**config.mk**
```make
export PLATFORM = sky130hd
export DESIGN_NAME = mem_access_unit
export DESIGN_NICKNAME = d
export VERILOG_FILES = /design/src/rtl/mem_access_unit.sv
export SDC_FILE = /design/constraint.sdc
export NUM_CORES = 1
export LEC_CHECK = 0
export CAP_MARGIN = 20
export CORE_MARGIN = 2
export CORE_UTILIZATION = 43
export CTS_CLUSTER_SIZE = 16
export DETAILED_ROUTE_END_ITERATION = 16
export GPL_ROUTABILITY_DRIVEN = 1
export PLACE_DENSITY = 0.79
export SYNTH_ARGS = -nofsm -noshare
export SYNTH_HDL_FRONTEND = slang
export SYNTH_SLANG_ARGS = --single-unit
```
**constraint.sdc**
```tcl
create_clock -name clk -period 2.55 [get_ports clk]
set_input_delay 0.51 -clock clk [delete_from_list [all_inputs] [get_ports clk]]
set_output_delay 0.51 -clock clk [all_outputs]
set_load 0.05 [all_outputs]
```
**src/rtl/mem_access_unit.sv**
```systemverilog
// -----------------------------------------------------------------------------
// mem_access_unit
//   Load/store sequencer between the CPU data port and the MMU / system bus.
//   One request in flight at a time: IDLE -> XLATE -> BUS -> RESP.
//   Misaligned requests bypass the MMU and answer one cycle after accept.
//   MMU exceptions answer without touching the bus.
//
// Optional feature macro: BUS_TIMEOUT_EN
//   Defined:   BUS gives up after TIMEOUT_CYCLES cycles without bus_ack and
//              responds with resp_buserr=1.
//   Undefined: BUS waits indefinitely, resp_buserr is tied low.
//
// Ports
//   clk, res             clock / async active-low reset
//   req_*                CPU request (valid/ready handshake, accepted in IDLE)
//   resp_*               one-cycle response strobe plus held result fields
//   mmu_addrValid/vAddr  MMU VA latch, driven combinationally in accept cycle
//   mmu_pAddr/db_io/exception  MMU result, valid the cycle after addrValid
//   bus_*                req/ack data bus; all outputs held stable until ack
// -----------------------------------------------------------------------------
`ifndef MEM_ACCESS_T
`define MEM_ACCESS_T logic [1:0]
`endif
`ifndef MEM_ACCESS_W
`define MEM_ACCESS_W 2'd1
`endif
`ifndef MMU_EXCEPTION_T
`define MMU_EXCEPTION_T logic [2:0]
`endif
`ifndef MMU_EXCEPTION_NONE
`define MMU_EXCEPTION_NONE 3'd0
`endif
`ifndef MMU_EXCEPTION_TLBMISS
`define MMU_EXCEPTION_TLBMISS 3'd1
`endif

module mem_access_unit #(
  parameter int unsigned TIMEOUT_CYCLES = 255
) (
  input  logic                  clk,
  input  logic                  res,
  // CPU request
  input  logic                  req_valid,
  output logic                  req_ready,
  input  logic [31:0]           req_vaddr,
  input  `MEM_ACCESS_T          req_type,
  input  logic [1:0]            req_size,
  input  logic [31:0]           req_wdata,
  // CPU response
  output logic                  resp_valid,
  output logic [31:0]           resp_rdata,
  output `MMU_EXCEPTION_T       resp_exc,
  output logic                  resp_misalign,
  output logic                  resp_buserr,
  // MMU
  output logic                  mmu_addrValid,
  output logic [31:0]           mmu_vAddr,
  input  logic [31:0]           mmu_pAddr,
  input  logic                  mmu_db_io,
  input  `MMU_EXCEPTION_T       mmu_exception,
  // system data bus
  output logic                  bus_req,
  output logic                  bus_we,
  output logic                  bus_io,
  output logic [31:0]           bus_addr,
  output logic [3:0]            bus_be,
  output logic [31:0]           bus_wdata,
  input  logic                  bus_ack,
  input  logic [31:0]           bus_rdata
);

  typedef enum logic [1:0] {IDLE, XLATE, BUS, RESP} state_t;

  state_t       state;
  logic [1:0]   a_q;
  logic         we_q;
  logic [1:0]   size_q;
  logic [31:0]  wdata_q;

  logic         misalign;
  logic         accept;
  logic         tmo_hit;

  // Byte offset within the word only matters for the lane steering; the
  // bus address is word-aligned so the low pAddr bits are dropped.
  logic unused_paddr_lo;
  assign unused_paddr_lo = &{1'b0, mmu_pAddr[1:0]};

  // size 3 behaves as word, so size[1] alone selects the word case
  assign misalign = (req_size == 2'd1 && req_vaddr[0]) ||
                    (req_size[1] && req_vaddr[1:0] != 2'b00);

  assign accept        = req_valid && (state == IDLE);
  assign req_ready     = (state == IDLE);
  assign mmu_addrValid = accept && !misalign;
  assign mmu_vAddr     = req_vaddr;

  function automatic logic [3:0] be_f(input logic [1:0] sz, input logic [1:0] a);
    case (sz)
      2'd0:    be_f = 4'b0001 << a;
      2'd1:    be_f = a[1] ? 4'b1100 : 4'b0011;
      default: be_f = 4'b1111;
    endcase
  endfunction

  function automatic logic [31:0] wd_f(input logic [1:0] sz, input logic [31:0] d);
    case (sz)
      2'd0:    wd_f = {4{d[7:0]}};
      2'd1:    wd_f = {2{d[15:0]}};
      default: wd_f = d;
    endcase
  endfunction

  function automatic logic [31:0] rd_f(input logic [1:0] sz, input logic [1:0] a,
                                       input logic [31:0] d);
    logic [31:0] sh;
    sh = d >> {a, 3'b000};
    case (sz)
      2'd0:    rd_f = {24'b0, sh[7:0]};
      2'd1:    rd_f = {16'b0, sh[15:0]};
      default: rd_f = sh;
    endcase
  endfunction

`ifdef BUS_TIMEOUT_EN
  localparam int TMO_CLOG = $clog2(TIMEOUT_CYCLES + 1);
  localparam int TMO_W    = (TMO_CLOG < 8) ? 8 : ((TMO_CLOG > 32) ? 32 : TMO_CLOG);
  localparam logic [TMO_W-1:0] TMO_LAST = TMO_W'(TIMEOUT_CYCLES - 1);

  logic [TMO_W-1:0] tmo_cnt;
  logic             resp_load;

  // Counter holds at zero outside BUS, so it is clear on every BUS entry.
  always_ff @(posedge clk or negedge res) begin
    if (!res)                 tmo_cnt <= '0;
    else if (state != BUS)    tmo_cnt <= '0;
    else if (!bus_ack)        tmo_cnt <= tmo_cnt + 1'b1;
  end

  // Expiry fires on the TIMEOUT_CYCLES-th ackless BUS cycle; an ack in that
  // same cycle takes priority.
  assign tmo_hit = (state == BUS) && !bus_ack && (tmo_cnt == TMO_LAST);

  // Every path into RESP rewrites buserr so a stale flag never leaks.
  assign resp_load = (accept && misalign) ||
                     (state == XLATE && mmu_exception != `MMU_EXCEPTION_NONE) ||
                     (state == BUS && (bus_ack || tmo_hit));

  always_ff @(posedge clk or negedge res) begin
    if (!res)           resp_buserr <= 1'b0;
    else if (resp_load) resp_buserr <= tmo_hit;
  end
`else
  assign tmo_hit     = 1'b0;
  assign resp_buserr = 1'b0;
`endif

  always_ff @(posedge clk or negedge res) begin
    if (!res) begin
      state         <= IDLE;
      a_q           <= '0;
      we_q          <= 1'b0;
      size_q        <= '0;
      wdata_q       <= '0;
      resp_valid    <= 1'b0;
      resp_rdata    <= '0;
      resp_exc      <= `MMU_EXCEPTION_NONE;
      resp_misalign <= 1'b0;
      bus_req       <= 1'b0;
      bus_we        <= 1'b0;
      bus_io        <= 1'b0;
      bus_addr      <= '0;
      bus_be        <= '0;
      bus_wdata     <= '0;
    end else begin
      case (state)
        IDLE: begin
          if (req_valid) begin
            a_q     <= req_vaddr[1:0];
            we_q    <= (req_type == `MEM_ACCESS_W);
            size_q  <= req_size;
            wdata_q <= req_wdata;
            if (misalign) begin
              resp_valid    <= 1'b1;
              resp_rdata    <= '0;
              resp_exc      <= `MMU_EXCEPTION_NONE;
              resp_misalign <= 1'b1;
              state         <= RESP;
            end else begin
              state <= XLATE;
            end
          end
        end
        XLATE: begin
          if (mmu_exception != `MMU_EXCEPTION_NONE) begin
            resp_valid    <= 1'b1;
            resp_rdata    <= '0;
            resp_exc      <= mmu_exception;
            resp_misalign <= 1'b0;
            state         <= RESP;
          end else begin
            bus_addr  <= {mmu_pAddr[31:2], 2'b00};
            bus_io    <= mmu_db_io;
            bus_we    <= we_q;
            bus_be    <= be_f(size_q, a_q);
            bus_wdata <= wd_f(size_q, wdata_q);
            bus_req   <= 1'b1;
            state     <= BUS;
          end
        end
        BUS: begin
          if (bus_ack || tmo_hit) begin
            bus_req       <= 1'b0;
            resp_valid    <= 1'b1;
            resp_rdata    <= (we_q || !bus_ack) ? 32'h0 : rd_f(size_q, a_q, bus_rdata);
            resp_exc      <= `MMU_EXCEPTION_NONE;
            resp_misalign <= 1'b0;
            state         <= RESP;
          end
        end
        RESP: begin
          resp_valid <= 1'b0;
          state      <= IDLE;
        end
        default: state <= IDLE;
      endcase
    end
  end

endmodule

```
== Yosys cells after proc, flatten, opt, wreduce, memory -nomap -nowiden ==
Index checks and enable logic that the tools add are counted.

* Shift operators: 2
* Reductions and logical operators: 20
* $add $sub $neg: 0
* Mux-type cells: 30
* Multipliers: 0
* Div/mod/pow operators: 0
* Bitwise gates (word level): 1
* Eq/ne operators: 11
* $lt $le $gt $ge: 0

{| class="wikitable"
|+ Operator list
! operator !! number
|-
| two-way mux 32 bit || 5
|-
| case mux 32 bit (2 select lines) || 2
|-
| case mux 32 bit (3 select lines) || 1
|-
| >> shifter 32 x 5 -> 32 bit || 1
|-
| two-way mux 3 bit || 4
|-
| case mux 3 bit (3 select lines) || 1
|-
| equality test 2 x 1 -> 1 bit, second input constant || 4
|-
| two-way mux 1 bit || 8
|-
| inequality test 2 bit, second input constant || 4
|-
| case mux 2 bit (4 select lines) || 1
|-
| case mux 4 bit (2 select lines) || 1
|-
| two-way mux 2 bit || 3
|-
| AND reduction 2 bit || 3
|-
| nonzero test 3 bit || 2
|-
| AND reduction 5 bit || 1
|-
| equality test 2 bit, second input constant || 2
|-
| logical AND 1 bit || 4
|-
| logical NOT 2 bit || 2
|-
| two-way mux 4 bit || 1
|-
| case mux 1 bit (4 select lines) || 1
|-
| AND reduction 4 bit || 1
|-
| nonzero test 2 bit || 2
|-
| << shifter 1 x 2 -> 4 bit, first input constant || 1
|-
| case mux 1 bit (3 select lines) || 1
|-
| other kinds (6) || 8
|}

* RAM bits: 0
* Bits in read-only memories: 0
* Register bits: 145
* Memories: 0
* Output and inout port bits: 143
* Bits in latches: 0

== Logic depth before layout (Yosys ltp) ==
Gate-level depths: netlist (run 1).

* Word-level depth: 6
* Depth in mapped cells: 8
* Mapped depth without buffers: 6

== Worst setup path after synthesis (run 1) ==
No wires, ideal clock.

* Path kind: reg2out
* Start: register state[0]
* End: output port mmu_addrValid
* Arrival time: 2359 ps
* Path slack: -319 ps
* Stages on the path, launching flop included: 7
* Data required time: 2040 ps
* Buffers on the path: 2
* Path through: dfrtp_1 > inv_1 > ha_1 > nand2_1 > clkbuf_1 > buf_1 > nor2_1

* Cells in the longest elaborated chain, start to end: 3

{| class="wikitable"
|+ Ends and longest elaborated chain
! what !! line !! RTL
|-
| start: declaration || 74 || <nowiki>state_t state;</nowiki>
|-
| start signal: assignment || 160 || <nowiki>state <= IDLE;</nowiki>
|-
| start signal: assignment || 188 || <nowiki>state <= RESP;</nowiki>
|-
| start signal: assignment || 190 || <nowiki>state <= XLATE;</nowiki>
|-
| logical NOT 2 bit || n/a ||
|-
| net req_ready || 44 || <nowiki>output logic req_ready,</nowiki>
|-
| logical AND 1 bit || 93 || <nowiki>assign accept = req_valid && (state == IDLE);</nowiki>
|-
| logical AND 1 bit || 95 || <nowiki>assign mmu_addrValid = accept && !misalign;</nowiki>
|-
| end: declaration || 56 || <nowiki>output logic mmu_addrValid,</nowiki>
|}

The timed path passes the listed nets, and every way through them passes these cells.

== Final worst setup path (run 1) ==
* Start: register state[0]
* End: output port mmu_addrValid

* Cells in the longest elaborated chain, start to end: 3

{| class="wikitable"
|+ Ends and longest elaborated chain
! what !! line
|-
| logical NOT 2 bit || 93
|-
| logical AND 1 bit || 93
|-
| logical AND 1 bit || 95
|}

Every way passes these cells.

==> results of run 1 <==
metal layers:
layer  GRT usage (%)  wire (µm)  part of all wire [%]  vias to the layer above
met1           26.55       7428                    42                     2479
met4           7.021        340                   1.9                        0
met5               0          0                     0                        -
met3           7.216       1410                   8.1                       28
li1                -          -                     -                     2480
met2           34.19       8332                    48                      183
cell usage in the layout, fill, tap and decap left out, drive strengths merged:
cell type and count:
o22ai 1, o31ai 3, clkbuf 21, conb 3, a211oi 16, clkinv 2
o21bai 1, nand3b 1, nor2 30, and3 1, nor3 1, clkinvlp 3
a21oi 9, and2 1, clkdlybuf4s50 212, a22o 1, a2bb2oi 8, nand2 163
bufinv 4, o21ai 29, a31oi 3, o41ai 1, inv 17, nand2b 3
or2 1, nor2b 10, buf 29, or4 1, ha 6, mux2i 53
or3 1, nor4 1, dfrtp 145, mux2 61
cells by family (layout without fill, tap and decap cells):
| logic type | after synthesis | in the layout |
|---|---|---|
| AND/OR/NAND/NOR | 214 | 214 |
| flip-flops | 145 | 145 |
| multiplexers | 114 | 114 |
| buffers and inverters | 90 | 288 |
| AO/OA/AOI/OAI | 72 | 72 |
| adder cells (fa/ha/maj) | 6 | 6 |
| other | 1 | 3 |
through the flow:
step	std cells	hold WS, ns	utilization, %	total power, mW
after floorplan	644	0.2144	-	8.666
after global placement	1028	0.4571	58.02	10.70
after detailed placement	1028	0.4608	58.02	10.81
after CTS	1058	0.07413	62.03	13.51
after global routing	1058	0.1007	62.03	14.09
final	1058	0.06212	62.03	13.38
state kept, by name (all words and copies together) (netlist names):
name           flops
size_q             2
bus_req            1
bus_addr          30
we_q               1
a_q                2
bus_we             1
state              2
resp_rdata        32
bus_be             4
resp_misalign      1
wdata_q           32
resp_exc           3
resp_valid         1
bus_wdata         32
bus_io             1
layout make-up:
cell class / count / area [µm²] / area share (%)
clock buffers: 21 / 470.5 / 4.845
repair buffers: 241 / 2419 / 24.91
clock inverters: 9 / 156.4 / 1.611
multi-input cells: 409 / 2703 / 27.83
inverters: 17 / 63.81 / 0.6571
flip-flops and latches: 145 / 3628 / 37.37
well taps: 216 / 270.3 / 2.783
where the power goes:
group          total, mW  internal [mW]  switching (mW)
registers           3.90           3.25           0.652
clock network       2.64           1.70           0.933
logic               6.85           2.69            4.16
total               13.4           7.64            5.75
critical path, cell delays in order (launching register included):
cell and delay [ns]:
dfrtp_1 0.45, inv_1 0.13, ha_1 0.27, nand2_2 0.24
nor2_4 0.18, buf_12 0.14
worst paths after layout:
kind,endpoint,slack [ns],cells after the start
setup / recovery,mmu_addrValid,0.21,5
hold / removal,bus_addr[19]$_DFFE_PN0P_,0.06,1
setup reg to reg,resp_rdata[15]$_DFFE_PN0P_,0.38,6
hold reg to reg,bus_addr[14]$_DFFE_PN0P_,0.47,2
max in group asynchronous,bus_addr[18]$_DFFE_PN0P_,1.73,2
min in group clk,bus_addr[14]$_DFFE_PN0P_,0.47,2
==> results_dict.tcl, run 1 <==
set metrics [dict create \
    outcome "complete, no violations" \
    gp_congestion 0.7743 \
    drive_gt1_share_pct 14.96 \
    wl_per_cell_um 16.55 \
    yosysTopAreaCellShare_pct 53.26 \
    syn-instance-count 642 \
    crit_start "state[0]$_DFFE_PN0P_" \
    synth_cell_types 35 \
    clk_path_buf_depth 2 \
    clk_pin_slew_ns 0.06 \
    grt_pass1_wl_mm 27.29 \
    ys_top_cells_by_count "nand2_1 (163), dfrtp_1 (145), mux2i_1 (53)" \
    p_leak_nw 4.461 \
    ctsHoldBuffers 0 \
    num_rows 46 \
    setup_viol 0 \
    dpl_cell_area_um2 9084 \
    cp.required_ns 2.04 \
    cp-start-kind "register" \
    wl_mm 17.51 \
    synth_seq_cells 145 \
    fmax_mhz 426.6 \
    worst_clock_skew_ns 0.009277 \
    clk_latency_ns 0.42 \
    crit-reg2reg-launch "state[1]$_DFFE_PN0P_" \
    cts_setup_buffers 0 \
    clkSinkCount 145 \
    period_share_pct 91.92 \
    io-pin-count 283 \
    hold_viol 0 \
    yosysWarnings 0 \
    synth_flop_cell "dfrtp_1" \
    place_ws_ns -0.03640 \
    worstMarginPinSlew_ns 0.6375 \
    maxSlewViolCount 0 \
    synth.area.mux_share_pct 18.86 \
    setup.worst_path.class "reg -> out" \
    die_area_um2 16870 \
    synth_edf_count 0 \
    io_buffers 217 \
    synth.most_common_cell "nand2_1" \
    powerDensity_nw_per_um2 1378 \
    synth_xor_area_share_pct 0 \
    async_flop_share_pct 100.0 \
    rsz0062_at_grt "no" \
    maxCapViolations 0 \
    synthSimpleGateAreaFrac_pct 12.71 \
    drt-initial-drc-count 259 \
    ys_top_cells_by_area "dfrtp_1 (53%), nand2_1 (9.0%), mux2i_1 (7.8%)" \
    cts_tree "done" \
    synth_top_family_by_area "multiplexers" \
    design_area_um2 9711 \
    cts_resized 0 \
    start_util_pct 43.52 \
    synth_fa_ha_area_share_pct 1.102 \
    arrival_ns 1.83 \
    hpwl_mm 12.53 \
    num-fill-cells 1284 \
    fp.dieH_um 129.9 \
    cp-end-kind "output pin" \
    die_width_um 129.9 \
    min_path_type "in -> async" \
    root_buffer "clkbuf_16" \
    slew_headroom_pct 57.41 \
    syn_avg_cell_area_um2 10.61 \
    gr-total-overflow 0 \
    nets 977 \
    grt_usage_pct 21.06 \
    critical_path.max_fanout 9 \
    synth_top_cell_by_area "dfrtp_1" \
    synth_compound_area_share_pct 6.648 \
    seq_area_frac_synth_pct 53.26 \
    antenna_found_initial 0 \
    vias 5170 \
    grt_pass1_vias 5234 \
    area_delta_synth_final_pct 42.53 \
    dr.pass1.iters 4 \
    cts-htree-levels 4 \
    numCtsBuffers 17 \
    setup_ws_ns 0.2061 \
    grt_start_max_net_pins 70 \
    drc 0 \
    antenna_cells 0 \
    design.core.area_um2 15660 \
    vdd_drop_max_mv 0.7465 \
    syn_area_um2 6813 \
    setup_tns_ns 0 \
    vias_per_cell 4.887 \
    postRouteAntennaNets 0 \
    fin_crit_ns 2.344 \
]
(Power assumes the default switching activity.)
==> inputs of run 2 (changes only) <==
--- a/config.mk
+++ b/config.mk
@@ -6,11 +6,10 @@
 export NUM_CORES = 1
 export LEC_CHECK = 0
 export CAP_MARGIN = 20
-export CORE_MARGIN = 2
 export CORE_UTILIZATION = 43
 export CTS_CLUSTER_SIZE = 16
 export DETAILED_ROUTE_END_ITERATION = 16
-export GPL_ROUTABILITY_DRIVEN = 1
+export GPL_ROUTABILITY_DRIVEN = 0
 export PLACE_DENSITY = 0.79
 export SYNTH_ARGS = -nofsm -noshare
 export SYNTH_HDL_FRONTEND = slang
==> run 2 against run 1 <==
  * Total power down 0.44%
  * Largest cell class unchanged
  * Via count down 0.70%
  * Clock-buffer cell count unchanged
  * Hold slack better by 0.017 ns
  * Die area down 3.1%
==> results_dict.tcl, run 2 (synthesized netlist as in run 1, its figures left out) <==
set metrics [dict create \
    antenna_cells 0 \
    die_area_um2 16350 \
    dr.pass1.iters 6 \
    crit-reg2reg-launch "state[1]$_DFFE_PN0P_" \
    num_rows 45 \
    drive_gt1_share_pct 14.74 \
    wl_per_cell_um 16.45 \
    grt_pass1_vias 5284 \
    maxSlewViolCount 0 \
    wl_mm 17.31 \
    start_util_pct 44.49 \
    maxCapViolations 0 \
    layout_commonest_cell "clkdlybuf4s50_1" \
    clk_pin_slew_ns 0.06 \
    num-fill-cells 1256 \
    antenna_found_initial 0 \
    drc 0 \
    worstMarginPinSlew_ns 0.7081 \
    slew_headroom_pct 52.70 \
    cp-start-kind "input port" \
    reg2reg_slack_ns 0.36 \
    cts_resized 0 \
    io-pin-count 283 \
    clk_latency_ns 0.41 \
    area_delta_synth_final_pct 42.02 \
    cp-end-kind "output pin" \
    cts_tree "done" \
    grt_start_max_net_pins 60 \
    cts_setup_buffers 0 \
    numCtsBuffers 17 \
    ctsHoldBuffers 0 \
    period_share_pct 91.25 \
    setup_viol 0 \
    hpwl_mm 12.21 \
    p_leak_nw 4.451 \
    hold_viol 0 \
    io_buffers 217 \
    critical_path.max_fanout 2 \
    die_width_um 127.9 \
    cp.required_ns 2.04 \
    clkSinkCount 145 \
    design.core.area_um2 15310 \
    r2r_end "resp_rdata[1]$_DFFE_PN0P_" \
    worst_clock_skew_ns 0.005921 \
    postRouteAntennaNets 0 \
    gr-total-overflow 0 \
    cts-htree-levels 4 \
    vdd_drop_max_mv 0.6693 \
    dpl_cell_area_um2 9055 \
    setup.worst_path.class "in -> out" \
    root_buffer "clkbuf_16" \
    vias_per_cell 4.880 \
    arrival_ns 1.82 \
    outcome "complete, no violations" \
    fin_util_pct 63.18 \
    vias 5134 \
    rsz0062_at_grt "no" \
    reg2reg_depth 6 \
    fmax_mhz 429.8 \
    clk_path_buf_depth 2 \
    fp.dieH_um 127.9 \
    design_area_um2 9676 \
    fin_crit_ns 2.327 \
    grt_pass1_wl_mm 27.88 \
    reg_top3 "bus_wdata (32), resp_rdata (32), wdata_q (32)" \
    drt-initial-drc-count 332 \
    powerDensity_nw_per_um2 1377 \
    layout_common_cells "clkdlybuf4s50_1 (212), nand2_1 (161), dfrtp_1 (145)" \
    nets 974 \
    min_path_type "in -> async" \
    grt_usage_pct 22.23 \
]
## run 2: worst max path at each step
stage	cells past startpoint	to	start	slack, ns
final	5	mmu_addrValid	req_vaddr[0]	0.22
after global routing	5	mmu_addrValid	req_vaddr[0]	0.14
after CTS	5	mmu_addrValid	req_vaddr[0]	0.19
after detailed placement	6	resp_rdata[13]$_DFFE_PN0P_	req_vaddr[0]	-0.02
after global placement	6	resp_rdata[9]$_DFFE_PN0P_	req_vaddr[0]	0.02
after floorplan	6	mmu_addrValid	state[0]$_DFFE_PN0P_	0.03
## run 2: metrics by stage
stage | power [mW] | TNS (ns) | worst slack [ns] | hold slack (ns) | std cells
6_report | 13.32 | 0 | 0.2232 | 0.07897 | 1052
5_1_grt | 14.06 | 0 | 0.1395 | 0.1228 | 1052
4_1_cts | 13.43 | 0 | 0.1902 | 0.08985 | 1052
3_5_place_dp | 10.76 | -0.2999 | -0.02114 | 0.4611 | 1020
3_3_place_gp | 10.65 | 0 | 0.01618 | 0.4566 | 1020
2_1_floorplan | 8.666 | 0 | 0.02598 | 0.2144 | 644
## run 2: final cells by class
class	count	area (µm²)	share of cell area [%]
multi-input combinational	409	2703	27.93
clock inverter	11	160.2	1.655
timing repair buffer	238	2396	24.76
inverter	17	63.81	0.6595
clock buffer	21	460.4	4.759
sequential	145	3628	37.50
tap	211	264.0	2.729
## run 2: layer usage
metal | vias up | track usage [%] | part of all wire (%)
met3 | 21 | 7.972 | 7.8
met1 | 2481 | 27.41 | 43
li1 | 2461 | - | -
met2 | 171 | 36.70 | 48
met4 | 0 | 6.367 | 1.5
met5 | - | 0 | 0
## run 2: power breakdown
part	internal [mW]	switching (mW)	total [mW]
Combinational	2.66	4.07	6.73
Sequential	3.25	0.733	3.98
Clock	1.68	0.931	2.61
Total	7.59	5.74	13.3
## run 2: worst max-delay path, cell delays in order
cell and delay [ns]:
clkdlybuf4s50_1 0.45, o21ai_0 0.38, nand2_1 0.19, nor2_4 0.14, buf_12 0.14
==> inputs of run 3 (changes only) <==
--- a/config.mk
+++ b/config.mk
@@ -5,7 +5,6 @@
 export SDC_FILE = /design/constraint.sdc
 export NUM_CORES = 1
 export LEC_CHECK = 0
-export CAP_MARGIN = 20
 export CORE_UTILIZATION = 43
 export CTS_CLUSTER_SIZE = 16
 export DETAILED_ROUTE_END_ITERATION = 16
==> results of run 3 <==
Same layout as run 2: the final DEF is identical, and so are final timing and power.
